[src/rtl/tff_updown_counter_if.sv]
// Control/status bundle for tff_updown_counter: count controls in, counter state and flags out.
interface tff_updown_counter_if #(
  parameter int unsigned WIDTH = 4
);
  logic             en;
  logic             up;
  logic             load;
  logic [WIDTH-1:0] din;
  logic [WIDTH-1:0] q;
  logic [WIDTH-1:0] qbar;
  logic             tc;
  logic             wrap;

  modport master (
    output en, up, load, din,
    input  q, qbar, tc, wrap
  );

  modport slave (
    input  en, up, load, din,
    output q, qbar, tc, wrap
  );
endinterface

[src/rtl/tff_updown_counter.sv]
// Up/down modulo counter built from per-bit toggle flip-flops with load, tc and wrap pulse.
// Define TFF_UPDOWN_SATURATE_EN to saturate at the limits instead of wrapping.
module tff_updown_counter #(
  parameter int unsigned WIDTH   = 4,
  parameter int unsigned MODULUS = 16
) (
  input logic                clk,
  input logic                reset,
  tff_updown_counter_if.slave bus
);

  localparam logic [WIDTH-1:0] MaxVal = WIDTH'(MODULUS - 1);

  if (WIDTH < 1 || WIDTH > 16) begin : g_bad_width
    $error("tff_updown_counter: WIDTH must be in 1..16");
  end
  if (MODULUS < 2 || MODULUS > (1 << WIDTH)) begin : g_bad_modulus
    $error("tff_updown_counter: MODULUS must be in 2..2**WIDTH");
  end

  logic [WIDTH-1:0] q_q, q_d;
  logic [WIDTH-1:0] t, t_up, t_dn;
  logic [WIDTH-1:0] target, load_val;
  logic             wrap_q, wrap_d;
  logic             limit;

  // Toggle enables: bit i toggles when all lower bits are 1 (up) or all 0 (down).
  always_comb begin
    logic acc_up, acc_dn;
    acc_up = 1'b1;
    acc_dn = 1'b1;
    t_up   = '0;
    t_dn   = '0;
    for (int i = 0; i < WIDTH; i++) begin
      t_up[i] = acc_up;
      t_dn[i] = acc_dn;
      acc_up  = acc_up & q_q[i];
      acc_dn  = acc_dn & ~q_q[i];
    end
  end

  always_comb begin
    limit    = bus.up ? (q_q == MaxVal) : (q_q == '0);
    target   = bus.up ? '0 : MaxVal;
    load_val = (bus.din > MaxVal) ? MaxVal : bus.din;
    t        = '0;
    wrap_d   = 1'b0;
    if (bus.load) begin
      t = q_q ^ load_val;
    end else if (bus.en) begin
      if (limit) begin
`ifdef TFF_UPDOWN_SATURATE_EN
        t = '0;
`else
        // Wrap still goes through the toggle bank: toggle exactly the differing bits.
        t      = q_q ^ target;
        wrap_d = 1'b1;
`endif
      end else begin
        t = bus.up ? t_up : t_dn;
      end
    end
    q_d = q_q ^ t;
  end

  always_ff @(posedge clk) begin
    if (reset) begin
      q_q    <= '0;
      wrap_q <= 1'b0;
    end else begin
      q_q    <= q_d;
      wrap_q <= wrap_d;
    end
  end

  assign bus.q    = q_q;
  assign bus.qbar = ~q_q;
  assign bus.tc   = limit;
  assign bus.wrap = wrap_q;

endmodule

[src/flat_wrapper.sv]
// flat-port wrapper written by rule: the top's interface ports become plain ports
module tff_updown_counter_flat 
#(
  parameter int unsigned WIDTH   = 4,
  parameter int unsigned MODULUS = 16
)
  (clk, reset, bus_en, bus_up, bus_load, bus_din, bus_q, bus_qbar, bus_tc, bus_wrap);
  tff_updown_counter_if #(.WIDTH(WIDTH)) bus_i ();
  input logic clk;
  input logic reset;
  input wire logic [$bits(bus_i.en)-1:0] bus_en;
  input wire logic [$bits(bus_i.up)-1:0] bus_up;
  input wire logic [$bits(bus_i.load)-1:0] bus_load;
  input wire logic [$bits(bus_i.din)-1:0] bus_din;
  output wire logic [$bits(bus_i.q)-1:0] bus_q;
  output wire logic [$bits(bus_i.qbar)-1:0] bus_qbar;
  output wire logic [$bits(bus_i.tc)-1:0] bus_tc;
  output wire logic [$bits(bus_i.wrap)-1:0] bus_wrap;
  assign bus_i.en = bus_en;
  assign bus_i.up = bus_up;
  assign bus_i.load = bus_load;
  assign bus_i.din = bus_din;
  assign bus_q = bus_i.q;
  assign bus_qbar = bus_i.qbar;
  assign bus_tc = bus_i.tc;
  assign bus_wrap = bus_i.wrap;
  tff_updown_counter #(.WIDTH(WIDTH), .MODULUS(MODULUS)) u_core (.clk(clk), .reset(reset), .bus(bus_i));
endmodule
[config.mk]
export PLATFORM = sky130hd
export DESIGN_NAME = tff_updown_counter_flat
export DESIGN_NICKNAME = d
export VERILOG_FILES = /design/src/rtl/tff_updown_counter_if.sv /design/src/rtl/tff_updown_counter.sv /design/src/flat_wrapper.sv
export SDC_FILE = /design/constraint.sdc
export NUM_CORES = 1
export LEC_CHECK = 0
export BUFFER_PORTS_ARGS = -buffer_cell sky130_fd_sc_hd__buf_4
export CORE_AREA = 2 2 39 41
export CTS_CLUSTER_DIAMETER = 50
export DETAILED_ROUTE_END_ITERATION = 6
export DIE_AREA = 0 0 41 43
export GPL_TIMING_DRIVEN = 1
export HOLD_SLACK_MARGIN = 0.02
export SLEW_MARGIN = 40
export SYNTH_ARGS = -nofsm -noshare
export SYNTH_HDL_FRONTEND = slang
export SYNTH_SLANG_ARGS = --single-unit
[constraint.sdc]
create_clock -name clk -period 1.5 [get_ports clk]
set_input_delay 0.3 -clock clk [delete_from_list [all_inputs] [get_ports clk]]
set_output_delay 0.3 -clock clk [all_outputs]
set_load 0.01 [all_outputs]
Word-level counts from Yosys, hierarchy flattened

Cells that the tools add are included.

Register bits: 5
Bits of input ports: 9
Output and inout port bits: 10
Logic and storage cells: 26

$lt $le $gt $ge: 1
Equality and inequality tests: 1
Multiplexer cells: 8
Bitwise logic cells: 12
Reduce and logical (&&, ||, !) cells: 2

Operators by type and width:

| operator                                    | count |
|---|---|
| 2-to-1 mux 4 bit                            | 6 |
| XOR 4 bit                                   | 3 |
| bitwise AND 1 bit                           | 4 |
| equality test 4 bit (second input constant) | 1 |
| > comparator 4 bit (second input constant)  | 1 |
| zero test 4 bit                             | 1 |
| NOT 1 bit                                   | 4 |
| NOT 4 bit                                   | 1 |
| OR reduction 3 bit                          | 1 |
| 2-to-1 mux 1 bit                            | 2 |

Longest topological paths before layout

Depth in word-level cells: 8
Mapped depth: 4
Depth with buffers taken out: 3

Worst setup path after synthesis

Ideal clock, no wire load.

Path kind: register to output
Start point: register u_core.q_q[0], in the netlist u_core.bus.q[0]
End point: output port bus_tc
Arrival: 1.229 ns
Data required time: 1.200 ns
Setup slack: -0.029 ns
Stages on the path, launching flop included: 4
Path buffers: 1
Cells stage by stage: dfxtp_1 -> buf_6 -> or4_4 -> mux2i_1

Word-level cells in the longest chain between the ends: 2
Elaborated cells on any way between the ends: 3
Those cells by class: eq/ne (1); mux (1); reduce/logical (1)

Ends and longest elaborated chain:

| element                                                | line                     | text |
|---|---|---|
| start, declared                                        | tff_updown_counter.sv:21 | `logic [WIDTH-1:0] q_q, q_d;` |
| start signal, assigned                                 | tff_updown_counter.sv:71 | `q_q <= q_d;` |
| equality test 4 bit or zero test 4 bit (tied branches) | tff_updown_counter.sv:43 | `limit = bus.up ? (q_q == MaxVal) : (q_q == '0);` |
| 2-to-1 mux 1 bit (*)                                   | tff_updown_counter.sv:43 |  |
| end, declared                                          | flat_wrapper.sv:17       | `output wire logic [$bits(bus_i.tc)-1:0] bus_tc;` |

Mark *: on every way between the ends. The rest lies on a longest branch, timed or not.

Worst setup path in the final report

Same ends and word-level chain as after synthesis.

==> flow_metrics.py <==
metrics = {
    "clock_network": {
        "cts_tree": "done",
        "numCtsBuffers": 3,
        "path_clk_slew_ps": 50,
        "holdBufCountCts": 0,
        "clkLatencyLatePin_ps": 250,
        "htree_levels": 1,
        "cts_sinks": 5,
        "max-clock-path-buffers": 2,
        "cts-root-buf": "clkbuf_4",
    },
    "yosys": {
        "synth_top_family_by_area": "simple AND/OR/NAND/NOR gates",
        "yosysUniqueCellTypes": 27,
        "ys_seq_elements": 5,
        "synth_area_sq_um": 376.6,
        "synth_xor_area_share_pct": 4.651,
        "synth-compound-area-share_pct": 24.25,
        "syn-num-nets": 52,
        "yosys_warnings": 0,
        "seq_area_frac_synth_pct": 26.58,
        "yosys.area_share.simple_pct": 28.90,
        "synthCells": 43,
        "synthMuxAreaShare_pct": 2.658,
        "synth_fa_ha_area_share_pct": 0,
        "syn_area_per_cell_sq_um": 8.758,
    },
    "layout": {
        "final_util_pct": 42.41,
        "final_common_cell": "buf_4",
        "fill_cells": 139,
        "fin_nets": 77,
        "final_cell_mix": "22 x buf_4, 6 x inv_1, 4 x dfxtp_1",
        "stdcell_count": 83,
        "design_area_sq_um": 586.8,
        "drive_gt1_share_pct": 50.75,
        "diodes": 0,
        "area_growth_pct": 55.81,
    },
    "place": {
        "place_inst": 78,
        "dpl_cell_area_sq_um": 548.0,
        "dpl_worst_slack_ps": 53.30,
        "gp_congestion": 0.7799,
        "port-buffer-count": 18,
        "dp_hpwl_um": 690.1,
    },
    "timing": {
        "timing.setup.tns_ps": -160.6,
        "finalClockSkew_ps": 2.269,
        "setup_viol": 1,
        "max_freq_ghz": 0.6022,
        "whs_ps": 300.7,
        "hold_viol": 0,
        "fin_ws_ps": -160.6,
        "period_needed_ps": 1661,
        "worst_pin_slew_ps": 255.2,
        "grt_setup_unrepaired": "true",
        "timing.final.crit_share_pct": 110.7,
        "maxSlewViolCount": 0,
        "relSlewSlack_pct": 82.75,
    },
    "floorplan": {
        "row_count": 14,
        "io_pins": 19,
        "initial_core_util_pct": 27.22,
        "die_x_um": 41,
        "coreArea_sq_mm": 0.001384,
        "dieArea_sq_mm": 0.001763,
        "dieHeight_um": 43,
    },
    "global_route": {
        "grt_max_degree": 12,
        "grt_pass1_wl_um": 1587,
        "grt_pass1_vias": 352,
        "grt_remaining_overflow": 0,
        "grt_antenna_before_repair": 0,
        "track_usage_pct": 13.33,
    },
    "critical_path": {
        "slowest_delay_ps": 520,
        "cp_max_fo": 2,
        "r2r_end": "u_core.bus.wrap$_SDFF_PP0_",
        "worstSetupStartpoint": "u_core.bus.q[0]$_SDFF_PP0_",
        "r2r-start": "u_core.bus.q[2]$_SDFF_PP0_",
        "reg2reg_slack_ps": 200,
        "setup.worst_path.end": "bus_tc",
        "criticalPathCategory": "reg2out",
        "rr_worst_depth": 3,
        "cp.arrival_ps": 1360,
        "cp-start-kind": "flop",
        "slowest_stage": "or4_4",
        "cp_cell_sequence": "or4_4 > mux2i_4 > buf_6",
        "required_ps": 1200,
        "critPathCaptureType": "primary output",
    },
    "route": {
        "ant_nets": 0,
        "dr.pass1.iters": 3,
        "vias_per_cell": 4.952,
        "first_iter_violations": 7,
        "routed_wirelength_um": 912,
        "wl_per_cell_um": 10.99,
        "vias": 411,
        "drc": 0,
    },
    "power": {
        "power_density_mw_per_mm2": 801.1,
        "p_leak_nw": 0.2603,
        "vdd_drop_max_mv": 0.2076,
        "p_total_uw": 470.1,
    },
    "worst_hold_path": {
        "min_from": "reset",
        "hp-class": "in2reg",
    },
    "status": {
        "status": "finished with violations",
        "violations": "negative setup slack",
    },
    "job": {
        "drv_cap": 0,
    },
}
==> Yosys cell counts <==
master,number,area (sq um)
or3_1,1,6.260
a311o_1,1,10.01
nor3_1,2,10.01
inv_1,6,22.52
o21ai_1,1,5.000
a21oi_1,1,5.000
buf_4,1,7.510
dfxtp_1,5,100.1
clkbuf_4,1,7.510
or4_4,1,11.26
a31oi_1,1,6.260
xnor2_1,1,8.760
mux2i_1,1,10.01
nand3b_1,1,7.510
buf_6,1,11.26
nand4_1,1,6.260
and3_1,2,12.51
nor2_1,2,7.510
nand2_1,2,7.510
nor4b_1,1,8.760
nand3_1,2,10.01
a2111oi_2,3,45.04
o2111a_1,1,11.26
xor2_1,1,8.760
or4b_4,1,13.76
nor3b_1,1,7.510
a21oi_2,1,8.760
==> registers in the layout, indices dropped and copies added (netlist names) <==
signal and cells:
u_core.bus.q 4, u_core.bus.wrap 1
==> worst min path at each step <==
stage	end	slack (ps)	cells after the start
6_report	u_core.bus.q[2]$_SDFF_PP0_	300	2
5_1_grt	u_core.bus.q[1]$_SDFF_PP0_	310	2
4_1_cts	u_core.bus.q[2]$_SDFF_PP0_	300	2
3_5_place_dp	u_core.bus.q[1]$_SDFF_PP0_	550	2
3_3_place_gp	u_core.bus.q[1]$_SDFF_PP0_	560	2
2_1_floorplan	u_core.bus.q[0]$_SDFF_PP0_	440	2
==> area by class of cell <==
cell class | instances | area, sq um | area share [%]
inverter | 6 | 22.52 | 3.838
sequential | 5 | 101.3 | 17.27
clock buffer | 4 | 26.28 | 4.478
timing repair buffer | 23 | 176.4 | 30.06
tap | 16 | 20.02 | 3.412
multi-input combinational | 29 | 240.2 | 40.94
==> power by group <==
part,internal [mW],switching (mW),total (mW)
Sequential,0.144,0.00756,0.151
Combinational,0.0845,0.0731,0.158
Clock,0.101,0.0603,0.161
Total,0.329,0.141,0.470
==> cells by family after synthesis <==
group / count (synthesis)
compound gates: 9
buf+inv: 9
simple gates: 17
mux: 1
xor+xnor: 2
flops: 5
==> worst max-delay path, delay by kind of cell (launching register included) <==
family / cells / cell delay, ps
mux: 1 / 150
flops: 1 / 320
simple gates: 1 / 520
buf+inv: 1 / 120
==> what timing repair did <==
| item | in CTS | in global routing |
|---|---|---|
| gates resized for setup | 2 | 0 |
| setup buffers | 1 | 0 |
| pin swaps | 1 | 0 |
| setup endpoints to repair | 1 | 1 |
==> routing by layer <==
layer	track usage (%)	wire length, um	up-vias
met1	19.17	407	187
met3	1.571	44	2
met2	17.19	440	12
li1	-	-	210
met4	10.00	19	0
met5	0	0	-
(Power assumes the default switching activity.)
